===== src/rtl/mux_rr_arbiter_8_pkg.sv =====
// Shared types, sizes and the round-robin search helper for the 8-way
// arbitrated mux.
package mux_rr_arbiter_8_pkg;

   localparam int N_REQ = 8;
   localparam int SEL_W = 3;

   typedef enum logic {
      IDLE  = 1'b0,
      GRANT = 1'b1
   } state_t;

   typedef struct packed {
      logic             found;
      logic [SEL_W-1:0] idx;
   } pick_t;

   // First set bit of req in the order ptr, ptr+1, ... ptr+7 (mod 8).
   function automatic pick_t rr_pick(input logic [N_REQ-1:0] req,
                                     input logic [SEL_W-1:0] ptr);
      pick_t            p;
      logic [SEL_W-1:0] k;
      p = '0;
      // Walk from the farthest offset down so the nearest hit is written last.
      for (int i = N_REQ - 1; i >= 0; i--) begin
         k = ptr + SEL_W'(i);
         if (req[k]) begin
            p.found = 1'b1;
            p.idx   = k;
         end
      end
      return p;
   endfunction

endpackage


===== src/rtl/mux_rr_arbiter_8_if.sv =====
// Request/data bundle from the eight requesters and the grant/select/output
// signals returned by the arbiter.
interface mux_rr_arbiter_8_if;
   import mux_rr_arbiter_8_pkg::*;

   logic [N_REQ-1:0] req;
   logic [N_REQ-1:0] I;
   logic [N_REQ-1:0] gnt;
   logic             S2;
   logic             S1;
   logic             S0;
   logic             valid;
   logic             Y;

   modport master (output req, output I,
                   input gnt, input S2, input S1, input S0, input valid, input Y);
   modport slave  (input req, input I,
                   output gnt, output S2, output S1, output S0, output valid, output Y);
endinterface


===== src/rtl/mux_8_to_1.sv =====
// Plain 8:1 multiplexer with discrete select lines; S2 is the MSB.
module mux_8_to_1 (
   input  logic [7:0] I,
   input  logic       S2,
   input  logic       S1,
   input  logic       S0,
   output logic       Y
);
   assign Y = I[{S2, S1, S0}];
endmodule


===== src/rtl/mux_rr_arbiter_8.sv =====
// Round-robin arbiter owning a shared 8:1 mux; an owner keeps the mux for at
// most MAX_HOLD consecutive cycles.
module mux_rr_arbiter_8
   import mux_rr_arbiter_8_pkg::*;
#(
   parameter int unsigned MAX_HOLD = 4
) (
   input  logic               clk,
   input  logic               rst_n,
   mux_rr_arbiter_8_if.slave  bus
);

   localparam logic [3:0] HOLD_LAST = 4'(MAX_HOLD - 1);

   state_t           state, state_nxt;
   logic [SEL_W-1:0] ptr, ptr_nxt;
   logic [SEL_W-1:0] sel, sel_nxt;
   logic [3:0]       hold_cnt, hold_cnt_nxt;
   logic [N_REQ-1:0] gnt, gnt_nxt;
   logic             valid, valid_nxt;

   logic             owner_req;
   logic             release_now;
   logic [N_REQ-1:0] others;
   pick_t            pick_all, pick_other;
   logic             do_grant;
   logic [SEL_W-1:0] grant_idx;
   logic             mux_y;

   assign owner_req   = bus.req[sel];
   assign others      = bus.req & ~(N_REQ'(1) << sel);
   assign release_now = !owner_req || (hold_cnt == HOLD_LAST);
   assign pick_all    = rr_pick(bus.req, ptr);
   assign pick_other  = rr_pick(others, ptr);

   // NOTE: every always_comb output gets a default first so no path can infer a latch.
   always_comb begin
      state_nxt    = state;
      ptr_nxt      = ptr;
      sel_nxt      = sel;
      hold_cnt_nxt = hold_cnt;
      gnt_nxt      = gnt;
      valid_nxt    = valid;
      do_grant     = 1'b0;
      grant_idx    = sel;

      case (state)
         IDLE: begin
            if (pick_all.found) begin
               do_grant  = 1'b1;
               grant_idx = pick_all.idx;
            end
         end
         GRANT: begin
            if (!release_now) begin
               hold_cnt_nxt = hold_cnt + 4'd1;
            end else if (pick_other.found) begin
               do_grant  = 1'b1;
               grant_idx = pick_other.idx;
            end else if (owner_req) begin
               do_grant  = 1'b1;
               grant_idx = sel;
            end else begin
               // Select lines keep their last value while idle.
               state_nxt = IDLE;
               gnt_nxt   = '0;
               valid_nxt = 1'b0;
            end
         end
         default: state_nxt = IDLE;
      endcase

      if (do_grant) begin
         state_nxt    = GRANT;
         gnt_nxt      = N_REQ'(1) << grant_idx;
         sel_nxt      = grant_idx;
         valid_nxt    = 1'b1;
         hold_cnt_nxt = '0;
         ptr_nxt      = grant_idx + 3'd1;
      end
   end

   // NOTE: sequential state uses non-blocking assignments so all registers update together.
   always_ff @(posedge clk or negedge rst_n) begin
      if (!rst_n) begin
         state    <= IDLE;
         ptr      <= '0;
         sel      <= '0;
         hold_cnt <= '0;
         gnt      <= '0;
         valid    <= 1'b0;
      end else begin
         state    <= state_nxt;
         ptr      <= ptr_nxt;
         sel      <= sel_nxt;
         hold_cnt <= hold_cnt_nxt;
         gnt      <= gnt_nxt;
         valid    <= valid_nxt;
      end
   end

   mux_8_to_1 u_mux (
      .I  (bus.I),
      .S2 (sel[2]),
      .S1 (sel[1]),
      .S0 (sel[0]),
      .Y  (mux_y)
   );

   assign bus.gnt   = gnt;
   assign bus.S2    = sel[2];
   assign bus.S1    = sel[1];
   assign bus.S0    = sel[0];
   assign bus.valid = valid;
   assign bus.Y     = valid & mux_y;

endmodule

===== src/flat_wrapper.sv =====
// flat-port wrapper written by rule: the top's interface ports become plain ports
module mux_rr_arbiter_8_flat import mux_rr_arbiter_8_pkg::*;
#(
   parameter int unsigned MAX_HOLD = 4
)
  (clk, rst_n, bus_req, bus_I, bus_gnt, bus_S2, bus_S1, bus_S0, bus_valid, bus_Y);
  mux_rr_arbiter_8_if bus_i ();
  input  logic clk;
  input  logic rst_n;
  input wire logic [$bits(bus_i.req)-1:0] bus_req;
  input wire logic [$bits(bus_i.I)-1:0] bus_I;
  output wire logic [$bits(bus_i.gnt)-1:0] bus_gnt;
  output wire logic [$bits(bus_i.S2)-1:0] bus_S2;
  output wire logic [$bits(bus_i.S1)-1:0] bus_S1;
  output wire logic [$bits(bus_i.S0)-1:0] bus_S0;
  output wire logic [$bits(bus_i.valid)-1:0] bus_valid;
  output wire logic [$bits(bus_i.Y)-1:0] bus_Y;
  assign bus_i.req = bus_req;
  assign bus_i.I = bus_I;
  assign bus_gnt = bus_i.gnt;
  assign bus_S2 = bus_i.S2;
  assign bus_S1 = bus_i.S1;
  assign bus_S0 = bus_i.S0;
  assign bus_valid = bus_i.valid;
  assign bus_Y = bus_i.Y;
  mux_rr_arbiter_8 #(.MAX_HOLD(MAX_HOLD)) u_core (.clk(clk), .rst_n(rst_n), .bus(bus_i));
endmodule

===== config.mk =====
export PLATFORM = sky130hd
export DESIGN_NAME = mux_rr_arbiter_8_flat
export DESIGN_NICKNAME = d
export VERILOG_FILES = /design/src/rtl/mux_rr_arbiter_8_pkg.sv /design/src/rtl/mux_rr_arbiter_8_if.sv /design/src/rtl/mux_8_to_1.sv /design/src/rtl/mux_rr_arbiter_8.sv /design/src/flat_wrapper.sv
export SDC_FILE = /design/constraint.sdc
export NUM_CORES = 1
export LEC_CHECK = 0
export CAP_MARGIN = 5
export CELL_PAD_IN_SITES_DETAIL_PLACEMENT = 0
export CELL_PAD_IN_SITES_GLOBAL_PLACEMENT = 1
export CORE_MARGIN = 2
export CORE_UTILIZATION = 40
export DETAILED_ROUTE_END_ITERATION = 12
export PLACE_DENSITY = 0.72
export SYNTH_ARGS = -nofsm -noshare
export SYNTH_HDL_FRONTEND = slang
export SYNTH_SLANG_ARGS = --single-unit

===== constraint.sdc =====
create_clock -name clk -period 5.6 [get_ports clk]
set_input_delay 0.84 -clock clk [delete_from_list [all_inputs] [get_ports clk]]
set_output_delay 0.84 -clock clk [all_outputs]
set_load 0.01 [all_outputs]

* After elaboration in Yosys (flattened, before gate mapping) *
Index checks and enable logic that the tools add are counted.

storage, ports and cells
  register bits = 20
  bits of input ports = 18

cells by class
  $add $sub $neg = 9
  order comparisons = 9
  eq/ne operators = 4
  shift operators = 2
  muxes and demuxes = 77
  bitwise operators = 4
  reductions and logical operators = 6

operators with widths
  operator                                                               count
  4-bit 2-to-1 mux                                                       19
  1-bit binary-select mux with 3-bit select                              18
  8-bit 2-to-1 mux                                                       5
  3-bit by 4-bit < comparator with 1-bit output (second input constant)  9
  1-bit 2-to-1 mux                                                       30
  1-bit by 3-bit << shifter with 8-bit output (first input constant)     2
  3-bit adder (second input constant)                                    4
  3-bit 2-to-1 mux                                                       3
  8-bit bitwise AND                                                      1
  8-bit NOT                                                              1
  3-bit by 1-bit adder with 3-bit output (second input constant)         2
  3-bit by 2-bit adder with 3-bit output (second input constant)         2
  2-bit != test (second input constant)                                  3
  3-bit one-hot mux with 2 select lines                                  1
  4-bit by 1-bit adder with 4-bit output (second input constant)         1
  4-bit by 2-bit == test with 1-bit output (second input constant)       1
  4-bit AND reduction                                                    1
  2-bit nonzero test                                                     2
  1-bit one-hot mux with 2 select lines                                  1
  2-bit AND reduction                                                    1
  1-bit bitwise AND                                                      1
  1-bit logical NOT                                                      1
  1-bit logical OR                                                       1
  1-bit NOT                                                              1

* Depth between registers and ports, before layout *
  word-level depth = 18
  depth in mapped cells = 17

* Cells and area by module *
Synthesis repeated with hierarchy kept, for this count alone.

second synthesis, totals
  cells, all modules = 328
  area total of the unflattened synthesis = 2976.6 µm²

by module, submodules not included
  module            times used  cells each  area an instance (µm²)  sequential area each (µm²)
  mux_rr_arbiter_8  1           325         2912.8                  500.5
  mux_8_to_1        1           3           63.8                    0.0

* Worst setup path before layout *
OpenSTA, ideal clock, no wires.

  path kind = register to register
  from = register u_core.ptr[1]
  to = register u_core.ptr[2]
  setup time = 0.138 ns
  data arrival time = 3.949 ns
  slack = 1.513 ns
  cell stages (with the launch flop) = 18
  path buffers = 3
  path through = dfrtp_1 -> buf_1 -> inv_1 -> clkbuf_1 -> ha_1 -> buf_2 -> mux4_2 -> mux2i_1 -> a22oi_1 -> nor4_4 -> inv_2 -> o21ai_2 -> a21oi_1 -> o221a_2 -> inv_2 -> ha_1 -> nand2_1 -> o21ai_0

on the way
  word-level cells in the longest chain between the ends = 15
  elaborated cells on any way between the ends = 64
  classes of those cells = add/sub: 8; mux: 56

RTL lines
  item                                       RTL line                    RTL
  from (decl)                                mux_rr_arbiter_8.sv:16      logic [SEL_W-1:0] ptr, ptr_nxt;
  from (signal assigned)                     mux_rr_arbiter_8.sv:94      ptr <= ptr_nxt;
  3-bit adder                                mux_rr_arbiter_8_pkg.sv:26  k = ptr + SEL_W'(i);
  1-bit binary-select mux with 3-bit select  mux_rr_arbiter_8_pkg.sv:27  if (req[k]) begin
  1-bit 2-to-1 mux (implied by the code)     mux_rr_arbiter_8_pkg.sv:27
  4-bit 2-to-1 mux (8 in a row)              mux_rr_arbiter_8_pkg.sv:27
  3-bit 2-to-1 mux                           mux_rr_arbiter_8.sv:57      end else if (pick_other.found) begin
  3-bit 2-to-1 mux                           mux_rr_arbiter_8.sv:55      if (!release_now) begin
  3-bit one-hot mux with 2 select lines      mux_rr_arbiter_8.sv:47      case (state)
  3-bit by 1-bit adder with 3-bit output     mux_rr_arbiter_8.sv:79      ptr_nxt = grant_idx + 3'd1;

Parallel ways exist; a longest one is shown, timed or not. The select of a mux whose other input is x is not followed.
A chain may end at the register's enable or synchronous reset.

* Worst setup path after layout *
  from = input bus_req[7]
  to = register u_core.ptr[2]

on the way
  word-level cells in the longest chain between the ends = 15
  elaborated cells on any way between the ends = 63
  classes of those cells = add/sub: 1; mux: 59; bitwise: 1; reduce/logical: 2

RTL lines
  item                                       RTL line                    RTL
  from (decl)                                flat_wrapper.sv:10          input wire logic [$bits(bus_i.req)-1:0] bus_req;
  8-bit bitwise AND                          mux_rr_arbiter_8.sv:31      assign others = bus.req & ~(N_REQ'(1) << sel);
  1-bit binary-select mux with 3-bit select  mux_rr_arbiter_8_pkg.sv:27
  1-bit 2-to-1 mux (implied by the code)     mux_rr_arbiter_8_pkg.sv:27
  4-bit 2-to-1 mux (8 in a row)              mux_rr_arbiter_8_pkg.sv:27
  3-bit 2-to-1 mux                           mux_rr_arbiter_8.sv:57
  3-bit 2-to-1 mux                           mux_rr_arbiter_8.sv:55
  3-bit one-hot mux with 2 select lines      mux_rr_arbiter_8.sv:47
  3-bit by 1-bit adder with 3-bit output     mux_rr_arbiter_8.sv:79

Parallel ways exist; a longest one is shown, timed or not. The select of a mux whose other input is x is not followed.

==> summary.txt <==
Most frequent cells in the layout = 30 x clkdlybuf4s50_1, 28 x nor2_1, 27 x nand2_1
Routed vias/inst = 6.48
Largest net degree at the start of global routing = 45
Final Hold Fails = 0
Synth Warn # = 0
Die Wd = 88.3 um
Io pins = 31
Outcome = finished, final reports clean
Synthesized flop and latch total = 20
Maximum root-to-sink buffer count = 2
Netlist cell types = 70
HPWL after detailed placement = 5.95 mm
Area Growth Syn to Fin = 13.3%
Fmax = 0.229 GHz
Fin crit share = 77.9%
Final Slew Violations = 0
Non-Filler Instances = 442
Buffer count from post-CTS setup fixing = 0
Drt drc = 0
Initial Util = 41.6%
# fillers = 706
Initial antenna violation count = 0
Register area share after synthesis = 17.6%
DRT Wirelength = 8.19 mm
Min Tclk post-route = 4.36 ns
I/O Buffers = 30
First-pass GRT wire length = 13.6 mm
Routed len/inst = 18.5 um
Crit Path Max Fanout = 10
Syn Nets = 359
WHS = 0.485 ns
Vias in the first global route = 2637
Total CTS buffers = 3
Clk sink count = 20
GRT overflow = 0
RePlAce Congestion = 0.883
Post-synthesis cell count = 335
RSZ-0062 raised after global routing = no
Skew final = 0.00957 ns
DRT antenna net count = 0
CP max stage delay = 0.97 ns
CP Data Arrival Time = 4.48 ns
Via count = 2865
CTS clk-pin slew, worst paths = 0.08 ns
Root cell of the clock tree = clkbuf_8
Global-route usage over all layers = 21.9%
Core Region = 0.00683 mm^2
# Max-Cap Violations = 0
# rows = 30
Post-CTS Resized = 0
First-pass iteration count of the detailed router = 5
CP Class = in -> reg
Max stage delay cell, worst path = o32ai_1
Type of the worst min-delay path = reg -> reg
Tightest Pin Transition = 1.14 ns
Register area = 500 um^2
Share of cells above drive strength 1 = 14.5%
Setup total negative slack = 0 ns
Hold_buf cts = 0
Final setup vio count = 0
Startpoint types = primary input
N_diodes = 0
H-tree levels = 1
Footprint of the multi-input gates = 0.00213 mm^2
Crit path required time = 5.72 ns
DRT iter0 DRCs = 288
CP Capture Type = flip-flop
Slew margin rel. = 23.7%
FF-to-FF setup slack = 1.52 ns
Die area = 0.00779 mm^2
Cells after DPL = 438
Die Ht = 88.3 um
Mapped Area = 0.00284 mm^2
Post-synth ARST share = 100%
Fin nets = 371
CTS tree = done
Most common cell after layout, fill and taps aside = clkdlybuf4s50_1
Post-synth EDFFs = 0
Main synth FF type = dfrtp_1
Later-pin clock latency in the skew report = 0.26 ns
Critical path cell sequence = clkdlybuf4s50_1, inv_1, o32ai_1, mux4_2, a311oi_1, o311a_1, o21a_1, a211o_2, nor2_1, ha_1, nand2_1, o21ai_0
Setup ws final = 1.24 ns
Avg Cell Area, Syn = 8.48 um^2
Dpl ws = 1.03 ns
[cell families (layout without fill, tap and decap cells)]
logic type | count (synthesis) | after routing | share of synthesized area (%)
muxes | 33 | 33 | 19.8
DFF | 20 | 20 | 17.6
AOI/OAI and AO/OA | 121 | 121 | 32.2
adders and majority gates | 6 | 6 | 2.64
and+or+nand+nor | 103 | 103 | 18.6
buffers and inverters | 47 | 58 | 7.53
xor gates and xnor gates | 5 | 5 | 1.54
[flip-flops by register name, indices dropped and copies added (netlist names)]
signal / count
u_core.sel: 3
u_core.hold_cnt: 4
u_core.bus.gnt: 8
u_core.state: 1
u_core.bus.valid: 1
u_core.ptr: 3
[worst max-delay path: cells and delay by family]
| kind | cells | cell delay [ns] |
|---|---|---|
| AOI/OAI and AO/OA | 6 | 2.02 |
| adders and majority gates | 1 | 0.23 |
| buffers and inverters | 2 | 0.76 |
| muxes | 1 | 0.45 |
| and+or+nand+nor | 2 | 0.18 |
[synthesized netlist by cell type, types with 4 or more instances]
library cell | count | share of area (%)
a22o_1 | 5 | 1.5
a22oi_1 | 6 | 1.6
inv_2 | 5 | 0.66
o21ai_0 | 14 | 2.5
a21oi_1 | 22 | 3.9
nand2_1 | 27 | 3.6
a32o_1 | 8 | 2.8
nor3_1 | 7 | 1.2
dfrtp_1 | 20 | 18
inv_1 | 11 | 1.5
clkbuf_1 | 17 | 2.2
o22ai_1 | 5 | 1.1
and2_1 | 4 | 0.88
mux4_2 | 18 | 14
mux2i_1 | 9 | 3.2
a31oi_1 | 5 | 1.1
nor2b_1 | 7 | 1.5
nor2_1 | 28 | 3.7
a211oi_1 | 7 | 1.8
nand2b_1 | 8 | 1.8
buf_2 | 6 | 1.1
o32ai_1 | 4 | 1.2
ha_1 | 6 | 2.6
nand3_1 | 7 | 1.2
mux2_2 | 6 | 2.4
[final cells by class]
class | count | area share [%]
Sequential cell | 20 | 15.5
Tap cell | 96 | 3.73
Multi-Input combinational cell | 268 | 66.1
Inverter | 17 | 1.98
Clock buffer | 4 | 1.71
Timing Repair Buffer | 37 | 11.0
[worst paths after layout]
path                                            to               start  depth (start not counted)
worst max-delay path                 u_core.ptr[2]          bus_req[7]                         12
worst min-delay path            u_core.hold_cnt[3]  u_core.hold_cnt[3]                          1
worst max register to register       u_core.ptr[2]       u_core.ptr[1]                         15
worst min register to register  u_core.hold_cnt[3]  u_core.hold_cnt[3]                          1
max in group asynchronous        u_core.bus.gnt[6]               rst_n                          1
min in group asynchronous       u_core.hold_cnt[0]               rst_n                          1
[per-stage QoR]
stage | utilization (%) | area, um^2
global route | 47.1 | 3220
detailed placement | 46.3 | 3160
global placement | 46.3 | 3160
CTS | 47.1 | 3220
floorplan | - | 2840
finish | 47.1 | 3220
[metal layers]
| metal | GRT usage [%] | share of wire [%] | vias up |
|---|---|---|---|
| met2 | 33.4 | 44 | 125 |
| met4 | 4.13 | 1.7 | 0 |
| li1 | - | - | 1331 |
| met5 | 0 | 0 | - |
| met3 | 4.01 | 7.9 | 17 |
| met1 | 32.7 | 46 | 1392 |
Power is left out: the tool's default activity adds up to more than one toggle a clock period on the data nets, which glitch-free logic cannot reach.
